===== config.mk =====
export PLATFORM = sky130hd
export DESIGN_NAME = i2c_threshold_sequencer
export DESIGN_NICKNAME = d
export VERILOG_FILES = /design/src/rtl/i2c_seq_pkg.sv /design/src/rtl/seq_delay_timer.sv /design/src/rtl/i2c_threshold_sequencer.sv
export SDC_FILE = /design/constraint.sdc
export NUM_CORES = 1
export LEC_CHECK = 0
export BUFFER_PORTS_ARGS = -buffer_cell sky130_fd_sc_hd__buf_2
export CAP_MARGIN = 15
export CORE_MARGIN = 1
export CORE_UTILIZATION = 56
export CTS_CLUSTER_SIZE = 8
export DETAILED_ROUTE_END_ITERATION = 10
export PLACE_DENSITY = 0.81
export SLEW_MARGIN = 20
export SYNTH_ARGS = -nofsm -noshare
export SYNTH_HDL_FRONTEND = slang
export SYNTH_SLANG_ARGS = --single-unit

===== constraint.sdc =====
create_clock -name clk_i -period 2.06 [get_ports clk_i]
set_input_delay 0.412 -clock clk_i [delete_from_list [all_inputs] [get_ports clk_i]]
set_output_delay 0.412 -clock clk_i [all_outputs]
set_load 0.005 [all_outputs]

===== src/rtl/i2c_seq_pkg.sv =====
// Shared types and payload helpers for the I2C threshold DAC sequencer.
package i2c_seq_pkg;

  typedef enum logic [2:0] {
    ST_IDLE,
    ST_LOAD,
    ST_SEND,
    ST_GAP,
    ST_FIN
  } seq_state_e;

  localparam logic [7:0] DAC_CMD_BYTE = 8'b1100_0000;
  localparam int THR_W  = 12;
  localparam int SEL_W  = 3;
  localparam int LINE_W = 2;

  // Bytes 1-2 of the DAC write: command byte, then selector in the top bits of byte 2.
  function automatic logic [15:0] dac_cmd_word(input logic [SEL_W-1:0] sel);
    return {DAC_CMD_BYTE, sel, 5'b00000};
  endfunction

  function automatic logic [15:0] dac_val_word(input logic [THR_W-1:0] thr);
    return {thr, 4'b0000};
  endfunction

  function automatic int max3(input int a, input int b, input int c);
    int m;
    m = (a > b) ? a : b;
    return (m > c) ? m : c;
  endfunction

endpackage


===== src/rtl/seq_delay_timer.sv =====
// Loadable down-counter; tc_o is high on the last cycle of a loaded interval of load_val_i cycles.
module seq_delay_timer #(
  parameter int W = 10
) (
  input  logic         clk_i,
  input  logic         rst_n_i,
  input  logic         load_i,
  input  logic [W-1:0] load_val_i,
  output logic         tc_o
);

  logic [W-1:0] cnt_q, cnt_d;

  always_comb begin
    cnt_d = cnt_q;
    if (load_i) begin
      cnt_d = load_val_i;
    end else if (cnt_q != '0) begin
      cnt_d = cnt_q - 1'b1;
    end
  end

  always_ff @(posedge clk_i or negedge rst_n_i) begin
    if (!rst_n_i) begin
      cnt_q <= '0;
    end else begin
      cnt_q <= cnt_d;
    end
  end

  assign tc_o = (cnt_q == W'(1));

endmodule


===== src/rtl/i2c_threshold_sequencer.sv =====
// Walks enabled threshold DAC channels, presenting each payload to the 4-byte I2C sender for a timed ENABLE burst.
// Optional THRESH_CHANGE_DETECT_EN: a masked threshold change acts like a START request.
module i2c_threshold_sequencer
  import i2c_seq_pkg::*;
#(
  parameter int NCH          = 4,
  parameter int SETUP_CYCLES = 4,
  parameter int HOLD_CYCLES  = 1000,
  parameter int GAP_CYCLES   = 100
) (
  input  logic                    clk_i,
  input  logic                    rst_n_i,
  input  logic                    start_i,
  input  logic [NCH-1:0]          chan_mask_i,
  input  logic [NCH*THR_W-1:0]    thresholds_i,
  input  logic [NCH*SEL_W-1:0]    dac_sel_i,
  input  logic [NCH*LINE_W-1:0]   line_sel_i,
  output logic [LINE_W-1:0]       i2c_lines_o,
  output logic [15:0]             i2c_data12_o,
  output logic [15:0]             i2c_data34_o,
  output logic                    i2c_enable_o,
  output logic                    busy_o,
  output logic                    done_o
);

  localparam int MAX_CYC = max3(SETUP_CYCLES, HOLD_CYCLES, GAP_CYCLES);
  localparam int CNT_W   = $clog2(MAX_CYC + 1);
  localparam int IDX_W   = (NCH > 1) ? $clog2(NCH) : 1;

  // Returns {found, index} of the lowest set mask bit strictly above lo.
  function automatic logic [IDX_W:0] find_next(input logic [NCH-1:0] mask, input int lo);
    logic [IDX_W:0] r;
    r = '0;
    for (int i = NCH - 1; i >= 0; i--) begin
      if (mask[i] && (i > lo)) r = {1'b1, IDX_W'(i)};
    end
    return r;
  endfunction

  seq_state_e                state_q, state_d;
  logic [IDX_W-1:0]          idx_q, idx_d;
  logic [NCH-1:0]            mask_q, mask_d;
  logic [NCH*THR_W-1:0]      thr_q, thr_d;
  logic [NCH*SEL_W-1:0]      sel_q, sel_d;
  logic [NCH*LINE_W-1:0]     line_q, line_d;
  logic                      pend_q, pend_d;
  logic [LINE_W-1:0]         lines_q, lines_d;
  logic [15:0]               d12_q, d12_d;
  logic [15:0]               d34_q, d34_d;
  logic                      en_q, busy_q, done_q;

  logic                      req;
  logic                      tmr_load;
  logic [CNT_W-1:0]          tmr_val;
  logic                      tmr_tc;
  logic [IDX_W:0]            first_hit, next_hit;
  logic [IDX_W-1:0]          pl_idx;
  logic [NCH*THR_W-1:0]      src_thr;
  logic [NCH*SEL_W-1:0]      src_sel;
  logic [NCH*LINE_W-1:0]     src_line;
  logic [LINE_W-1:0]         pl_lines;
  logic [15:0]               pl_d12, pl_d34;

`ifdef THRESH_CHANGE_DETECT_EN
  logic [NCH*THR_W-1:0]      thr_prev_q;
  logic                      thr_chg;

  always_comb begin
    thr_chg = 1'b0;
    for (int k = 0; k < NCH; k++) begin
      if (chan_mask_i[k] &&
          (thresholds_i[k*THR_W +: THR_W] != thr_prev_q[k*THR_W +: THR_W])) thr_chg = 1'b1;
    end
  end

  always_ff @(posedge clk_i or negedge rst_n_i) begin
    if (!rst_n_i) begin
      thr_prev_q <= '0;
    end else if (req) begin
      thr_prev_q <= thresholds_i;
    end
  end

  assign req = start_i | thr_chg;
`else
  assign req = start_i;
`endif

  // From IDLE the payload comes straight from the ports, since the snapshot lands on the same edge.
  assign first_hit = find_next(chan_mask_i, -1);
  assign next_hit  = find_next(mask_q, int'(idx_q));
  assign pl_idx    = (state_q == ST_IDLE) ? first_hit[IDX_W-1:0] : next_hit[IDX_W-1:0];
  assign src_thr   = (state_q == ST_IDLE) ? thresholds_i : thr_q;
  assign src_sel   = (state_q == ST_IDLE) ? dac_sel_i    : sel_q;
  assign src_line  = (state_q == ST_IDLE) ? line_sel_i   : line_q;
  assign pl_lines  = src_line[pl_idx*LINE_W +: LINE_W];
  assign pl_d12    = dac_cmd_word(src_sel[pl_idx*SEL_W +: SEL_W]);
  assign pl_d34    = dac_val_word(src_thr[pl_idx*THR_W +: THR_W]);

  always_comb begin
    state_d  = state_q;
    idx_d    = idx_q;
    mask_d   = mask_q;
    thr_d    = thr_q;
    sel_d    = sel_q;
    line_d   = line_q;
    pend_d   = pend_q;
    lines_d  = lines_q;
    d12_d    = d12_q;
    d34_d    = d34_q;
    tmr_load = 1'b0;
    tmr_val  = CNT_W'(SETUP_CYCLES);

    case (state_q)
      ST_IDLE: begin
        if (req || pend_q) begin
          pend_d = 1'b0;
          mask_d = chan_mask_i;
          thr_d  = thresholds_i;
          sel_d  = dac_sel_i;
          line_d = line_sel_i;
          if (first_hit[IDX_W]) begin
            state_d  = ST_LOAD;
            idx_d    = pl_idx;
            lines_d  = pl_lines;
            d12_d    = pl_d12;
            d34_d    = pl_d34;
            tmr_load = 1'b1;
            tmr_val  = CNT_W'(SETUP_CYCLES);
          end else begin
            state_d = ST_FIN;
          end
        end
      end
      ST_LOAD: begin
        if (tmr_tc) begin
          state_d  = ST_SEND;
          tmr_load = 1'b1;
          tmr_val  = CNT_W'(HOLD_CYCLES);
        end
      end
      ST_SEND: begin
        if (tmr_tc) begin
          state_d  = ST_GAP;
          tmr_load = 1'b1;
          tmr_val  = CNT_W'(GAP_CYCLES);
        end
      end
      ST_GAP: begin
        if (tmr_tc) begin
          if (next_hit[IDX_W]) begin
            state_d  = ST_LOAD;
            idx_d    = pl_idx;
            lines_d  = pl_lines;
            d12_d    = pl_d12;
            d34_d    = pl_d34;
            tmr_load = 1'b1;
            tmr_val  = CNT_W'(SETUP_CYCLES);
          end else begin
            state_d = ST_FIN;
          end
        end
      end
      ST_FIN: begin
        state_d = ST_IDLE;
      end
      default: begin
        state_d = ST_IDLE;
      end
    endcase

    // Any request outside IDLE (including the FIN cycle) is remembered once.
    if (req && (state_q != ST_IDLE)) pend_d = 1'b1;
  end

  seq_delay_timer #(
    .W(CNT_W)
  ) u_timer (
    .clk_i      (clk_i),
    .rst_n_i    (rst_n_i),
    .load_i     (tmr_load),
    .load_val_i (tmr_val),
    .tc_o       (tmr_tc)
  );

  always_ff @(posedge clk_i or negedge rst_n_i) begin
    if (!rst_n_i) begin
      state_q <= ST_IDLE;
      idx_q   <= '0;
      mask_q  <= '0;
      thr_q   <= '0;
      sel_q   <= '0;
      line_q  <= '0;
      pend_q  <= 1'b0;
      lines_q <= '0;
      d12_q   <= '0;
      d34_q   <= '0;
      en_q    <= 1'b0;
      busy_q  <= 1'b0;
      done_q  <= 1'b0;
    end else begin
      state_q <= state_d;
      idx_q   <= idx_d;
      mask_q  <= mask_d;
      thr_q   <= thr_d;
      sel_q   <= sel_d;
      line_q  <= line_d;
      pend_q  <= pend_d;
      lines_q <= lines_d;
      d12_q   <= d12_d;
      d34_q   <= d34_d;
      en_q    <= (state_d == ST_SEND);
      busy_q  <= (state_d != ST_IDLE);
      done_q  <= (state_q == ST_FIN);
    end
  end

  assign i2c_lines_o  = lines_q;
  assign i2c_data12_o = d12_q;
  assign i2c_data34_o = d34_q;
  assign i2c_enable_o = en_q;
  assign busy_o       = busy_q;
  assign done_o       = done_q;

endmodule


==> flow_summary.toml, run 1 <==
[clock_network]
clk_latency_ns = 0.39
h-tree-depth = 3
cts_tree = "done"
cts_num_sinks = 108
cts_buffers = 9
clkTransAtPathRegs_ns = 0.11
ctsHoldBuffers = 0
cts_root_buf = "clkbuf_8"
clockBufferDepth = 2

[critical_path]
critPathKind = "reg2reg"
max_stage_delay_ns = 0.48
critPathArrivalTime_ns = 2.34
required_ns = 2.38
crit_path_cell_trace = "buf_4, or2_2, a2111oi_4, buf_4, nor3_1, a31oi_1"
worstPathMaxFanout = 10
r2r_start = "idx_q[1]"
endpoint_kind = "flop"
cpMostUsedCell = "buf_4"
cp_slowest_cell = "a2111oi_4"
start_kind = "flop"
r2r_cells = 6
r2r-end = "i2c_data34_o[10]"
r2r_slack_ns = 0.04

[place]
port_buffers = 96
place_hpwl_um = 11000
gp_congestion = 0.899
postPlaceCellArea_um2 = 6580

[floorplan]
die_w_um = 104
row_count = 37
ios = 112
initial_core_util = 0.574
core-area_um2 = 10200
die-area_um2 = 10900
die_h_um = 104

[synthesis]
synth_flop_cell = "dfrtp_1"
ys_types = 49
syn_inst = 694
yosysWarningCount = 0
async_flop_share = 1.00
synth_seq_cells = 108
synth_edf_count = 0
avgSynthCellArea_um2 = 8.46
synth_area_um2 = 5870
ys_seq_area_frac = 0.460

[global_route]
grt_use_total = 0.306
grt_pass1_wl_um = 26200
grt_max_degree = 109
grt_antenna_before_repair = 0
use_met3 = 0.0520
use_met1 = 0.384
grt_pass1_vias = 5335
use_met2 = 0.512
busiest_layer = "met2"
grt_overflow = 0

[detailed_routing]
drc = 0
vias = 5412
dr.pass1.iters = 9
ant_nets = 0
viasPerCell = 5.86
wire_per_inst_um = 17.8
first_iter_violations = 476
wl_um = 16500

[pwr]
p_total_mw = 10.9
power_leakage_nw = 3.31
vdd_drop_max_uv = 866
power_density_nw_per_um2 = 1590

[timing]
finalHoldViolations = 0
tightestPinTransition_ns = 0.589
setup_viol = 0
rsz0062_at_grt = "true"
max_slew_margin = 0.607
fin_tns_setup_ns = 0
post-route-period-util = 0.982
fmax_mhz = 494
slew_violations = 0
period_needed_ns = 2.02
skew_ns = 0.0134

[finish]
syn_to_final_growth_pct = 16.9
fin_nets = 861
antenna_cells = 0
drive_gt1_frac = 0.209
fin_area_um2 = 6860
fillCellCount = 873

[outcome]
outcome = "completed"

[worst_hold_path]
holdCritPathClass = "in2async"

[run]
cap_violations = 0
[metrics by stage]
| stage | worst slack (ns) | hold WS (ns) | instances | util |
|---|---|---|---|---|
| after floorplan | 0.148 | 0.116 | 708 | - |
| after global placement | 0.0721 | 0.450 | 904 | 0.643 |
| after detailed placement | -0.0557 | 0.456 | 904 | 0.643 |
| after CTS | 0.0359 | 0.116 | 920 | 0.665 |
| after global routing | -0.0473 | 0.133 | 924 | 0.671 |
| final | 0.0363 | 0.0566 | 924 | 0.671 |
[cells in the final DEF, fill, tap and decap left out, drive strengths merged, types with 3 or more instances in the layout]
master,count
nand2,214
buf,126
dfrtp,108
nor2,88
or3,37
mux2i,35
o2111ai,34
nor3,22
a31oi,18
conb,15
inv,13
clkbuf,9
a21oi,9
o21ai,7
xnor2,6
or2,6
a211oi,4
nor4,4
nand3,4
o31ai,3
xor2,3
ha,3
[registers in the layout, indices dropped and copies added (netlist names), 2 cells and up]
signal and cells:
state_q 3, idx_q 2, thr_q 48, i2c_data12_o 4, line_q 8, i2c_data34_o 12, i2c_lines_o 2, mask_q 3
u_timer.cnt_q 10, sel_q 12
[logic make-up (layout without fill, tap and decap cells)]
family | Yosys count | after routing | synth area share
other | 1 | 15 | 0.000639
XOR/XNOR | 9 | 9 | 0.0134
AO/OA/AOI/OAI | 85 | 85 | 0.113
AND/OR/NAND/NOR | 381 | 383 | 0.283
flip-flops | 108 | 108 | 0.460
multiplexers | 35 | 35 | 0.0597
adder cells (fa/ha/maj) | 3 | 3 | 0.00639
buffers and inverters | 72 | 150 | 0.0635
[report_power, final]
part           switching [mW]  total (mW)  leakage [nW]  internal [mW]
combinational            3.38        5.65          1.90           2.27
sequential              0.708        3.84          1.31           3.13
clock                   0.808        1.40         0.109          0.595
total                    4.90        10.9          3.31           5.99
[Yosys cell counts, drive strengths merged, types with 6 or more instances]
cell / n / area [um^2]
nor2: 88 / 338
a31oi: 18 / 128
or3: 37 / 236
xnor2: 6 / 52.6
nand2: 214 / 803
clkbuf: 19 / 71.3
dfrtp: 108 / 2700
o21ai: 7 / 38.8
inv: 8 / 30.0
buf: 45 / 272
mux2i: 35 / 350
o2111ai: 34 / 298
a21oi: 9 / 48.8
nor3: 22 / 115
[worst max-delay path: cells and delay by family (launching register included)]
family,cells,cell delay [ns]
simple gates,2,0.43
flops,1,0.43
compound gates,2,0.61
buf+inv,2,0.47
[metal layers]
| metal | part of all wire | vias to the layer above |
|---|---|---|
| li1 | - | 2506 |
| met1 | 0.40 | 2601 |
| met2 | 0.50 | 256 |
| met3 | 0.066 | 49 |
| met4 | 0.034 | 0 |
| met5 | 0 | - |
[timing repair]
item                                    4_1_cts  5_1_grt
cloned                                        0        3
gates resized for setup                       2        9
pin swaps                                     0        5
endpoints found under the setup margin       24       25
buffers inserted                              0        1
[layout make-up]
cell class                      instances  area [um^2]  share of cell area
Clock buffer                            9          124              0.0181
Clock inverter                          7         87.6              0.0128
Inverter                                8         30.0             0.00438
Multi-Input combinational cell        530         2930               0.428
Sequential cell                       108         2700               0.394
Tap cell                              136          170              0.0248
Timing Repair Buffer                  126          812               0.118
[worst max-delay path by stage]
| stage | start | to | slack (ns) | cells after the start |
|---|---|---|---|---|
| floorplan | chan_mask_i[2] | i2c_data34_o[11] | 0.15 | 7 |
| detailed placement | u_timer.cnt_q[6] | i2c_data34_o[12] | -0.06 | 5 |
| global route | u_timer.cnt_q[8] | u_timer.cnt_q[7] | -0.05 | 5 |
| finish | idx_q[1] | i2c_data34_o[10] | 0.04 | 6 |
| global placement | u_timer.cnt_q[6] | i2c_lines_o[0] | 0.07 | 5 |
| CTS | u_timer.cnt_q[6] | i2c_data34_o[12] | 0.04 | 6 |
Power figures use the tool's default switching activity.
==> run 2: changes to the inputs <==
--- a/config.mk
+++ b/config.mk
@@ -12,6 +12,7 @@
 export CTS_CLUSTER_SIZE = 8
 export DETAILED_ROUTE_END_ITERATION = 10
 export PLACE_DENSITY = 0.81
+export SETUP_SLACK_MARGIN = 0.05
 export SLEW_MARGIN = 20
 export SYNTH_ARGS = -nofsm -noshare
 export SYNTH_HDL_FRONTEND = slang
==> run 2 against run 1 <==
  * Sequential share of layout area shrank 0.18 points
  * Clock skew grew 0.00082 ns
  * Register-to-register slack gained 0.05 ns
  * Critical endpoint is now i2c_data34_o[11]
  * Power grew 0.20%
  * Wire length grew 0.41%
  * Via count grew 0.68%
  * Largest power group unchanged
  * Critical path type unchanged
==> flow_summary.toml, run 2 (synthesized netlist as in run 1, its figures left out) <==
[detailed_routing]
route.met3.wl_um = 1230
wire_per_inst_um = 17.8
first_iter_violations = 471
ant_nets = 0
dr.pass1.iters = 5
drt-met1-wl_um = 6480
wl_met2_um = 8240
drc = 0
wl_um = 16500
routed.top_layer = "met4"
viasPerCell = 5.88
vias = 5449

[floorplan]
die_w_um = 104
row_count = 37
core-area_um2 = 10200
die_h_um = 104
ios = 112
die-area_um2 = 10900
initial_core_util = 0.574

[critical_path]
cpMostUsedCell = "buf_4"
crit_path_cell_trace = "nor4_4, buf_4, nand3_2, a2111oi_4, buf_4, or2_4, a31oi_1"
required_ns = 2.32
critPathArrivalTime_ns = 2.23
start_kind = "flop"
worstPathMaxFanout = 10
endpoint_kind = "flop"
critPathKind = "reg2reg"
max_stage_delay_ns = 0.44
cp_slowest_cell = "dfrtp_1"

[clock_network]
cts_root_buf = "clkbuf_8"
cts_buffers = 9
cts_tree = "done"
clk_latency_ns = 0.39
cts_num_sinks = 108
clockBufferDepth = 2
clkTransAtPathRegs_ns = 0.11
ctsHoldBuffers = 0
h-tree-depth = 3

[place]
placed_cells = 904
gp_congestion = 0.899
place_hpwl_um = 11000
port_buffers = 96

[worst_hold_path]
holdCritPathClass = "in2async"

[run]
cap_violations = 0

[global_route]
grt_overflow = 0
grt_use_total = 0.306
grt_max_degree = 109
grt_antenna_before_repair = 0
grt_pass1_wl_um = 26200
grt_pass1_vias = 5335

[pwr]
power_density_nw_per_um2 = 1580
vdd_drop_max_uv = 869
power_leakage_nw = 3.33
p_total_mw = 10.9

[finish]
antenna_cells = 0
mostFrequentLayoutCell = "nand2_1"
fillCellCount = 870
syn_to_final_growth_pct = 17.4
largest_reg_flops = 48
largest-register = "thr_q"
fin_nets = 864
drive_gt1_frac = 0.211
final_cell_mix = "nand2_1 (214), dfrtp_1 (108), buf_2 (95)"
instances_no_fill = 927

[timing]
finalHoldViolations = 0
fmax_mhz = 507
hold_ws_ns = 0.0669
slew_violations = 0
period_needed_ns = 1.97
rsz0062_at_grt = "true"
fin_tns_setup_ns = 0
setup_viol = 0
post-route-period-util = 0.957
tightestPinTransition_ns = 0.591
skew_ns = 0.0143
max_slew_margin = 0.606

[outcome]
outcome = "completed"
run 2: worst max-delay path, delay by kind of cell (launching register included):
family,cells,cell delay [ns]
AND/OR/NAND/NOR,3,0.72
flip-flops,1,0.44
AO/OA/AOI/OAI,2,0.33
buffers and inverters,2,0.38
run 2: area by class of cell:
| cell class | instances | area (um^2) | area share |
|---|---|---|---|
| Timing Repair Buffer | 129 | 838 | 0.122 |
| Clock inverter | 7 | 87.6 | 0.0127 |
| Sequential cell | 108 | 2700 | 0.392 |
| Multi-Input combinational cell | 530 | 2940 | 0.426 |
| Inverter | 8 | 30.0 | 0.00436 |
| Clock buffer | 9 | 124 | 0.0180 |
| Tap cell | 136 | 170 | 0.0247 |
run 2: final timing paths:
path	startpoint	end	slack (ns)	depth (start not counted)
worst max-delay path	u_timer.cnt_q[8]	i2c_data34_o[11]	0.09	7
min in group clk_i	thresholds_i[37]	thr_q[37]	0.22	3
worst max register to register	u_timer.cnt_q[8]	i2c_data34_o[11]	0.09	7
worst min register to register	thr_q[41]	thr_q[41]	0.48	2
max in group asynchronous	rst_n_i	thr_q[31]	1.52	2
worst min-delay path	rst_n_i	sel_q[2]	0.07	2
run 2: stage by stage:
stage / worst slack, ns / utilization / instance area (um^2)
final: 0.0883 / 0.673 / 6890
after global routing: -0.00631 / 0.673 / 6890
after CTS: 0.0359 / 0.665 / 6800
after detailed placement: -0.0557 / 0.643 / 6580
after global placement: 0.0721 / 0.643 / 6580
after floorplan: 0.148 / - / 5920
run 2: power breakdown:
part	switching, mW	total (mW)	internal (mW)
clock network	0.804	1.40	0.595
registers	0.712	3.84	3.13
logic	3.39	5.67	2.28
total	4.91	10.9	6.01
run 2: metal layers:
metal | up-vias | GRT usage
li1 | 2512 | -
met1 | 2622 | 0.384
met2 | 266 | 0.512
met3 | 49 | 0.0520
met4 | 0 | 0.144
met5 | - | 0
run 2: what timing repair did:
action                                  in CTS  in global routing
gates cloned                                 0                  3
setup buffers                                0                  4
gates resized for setup                      2                  9
endpoints found under the setup margin      27                 29
pin swaps                                    0                  5
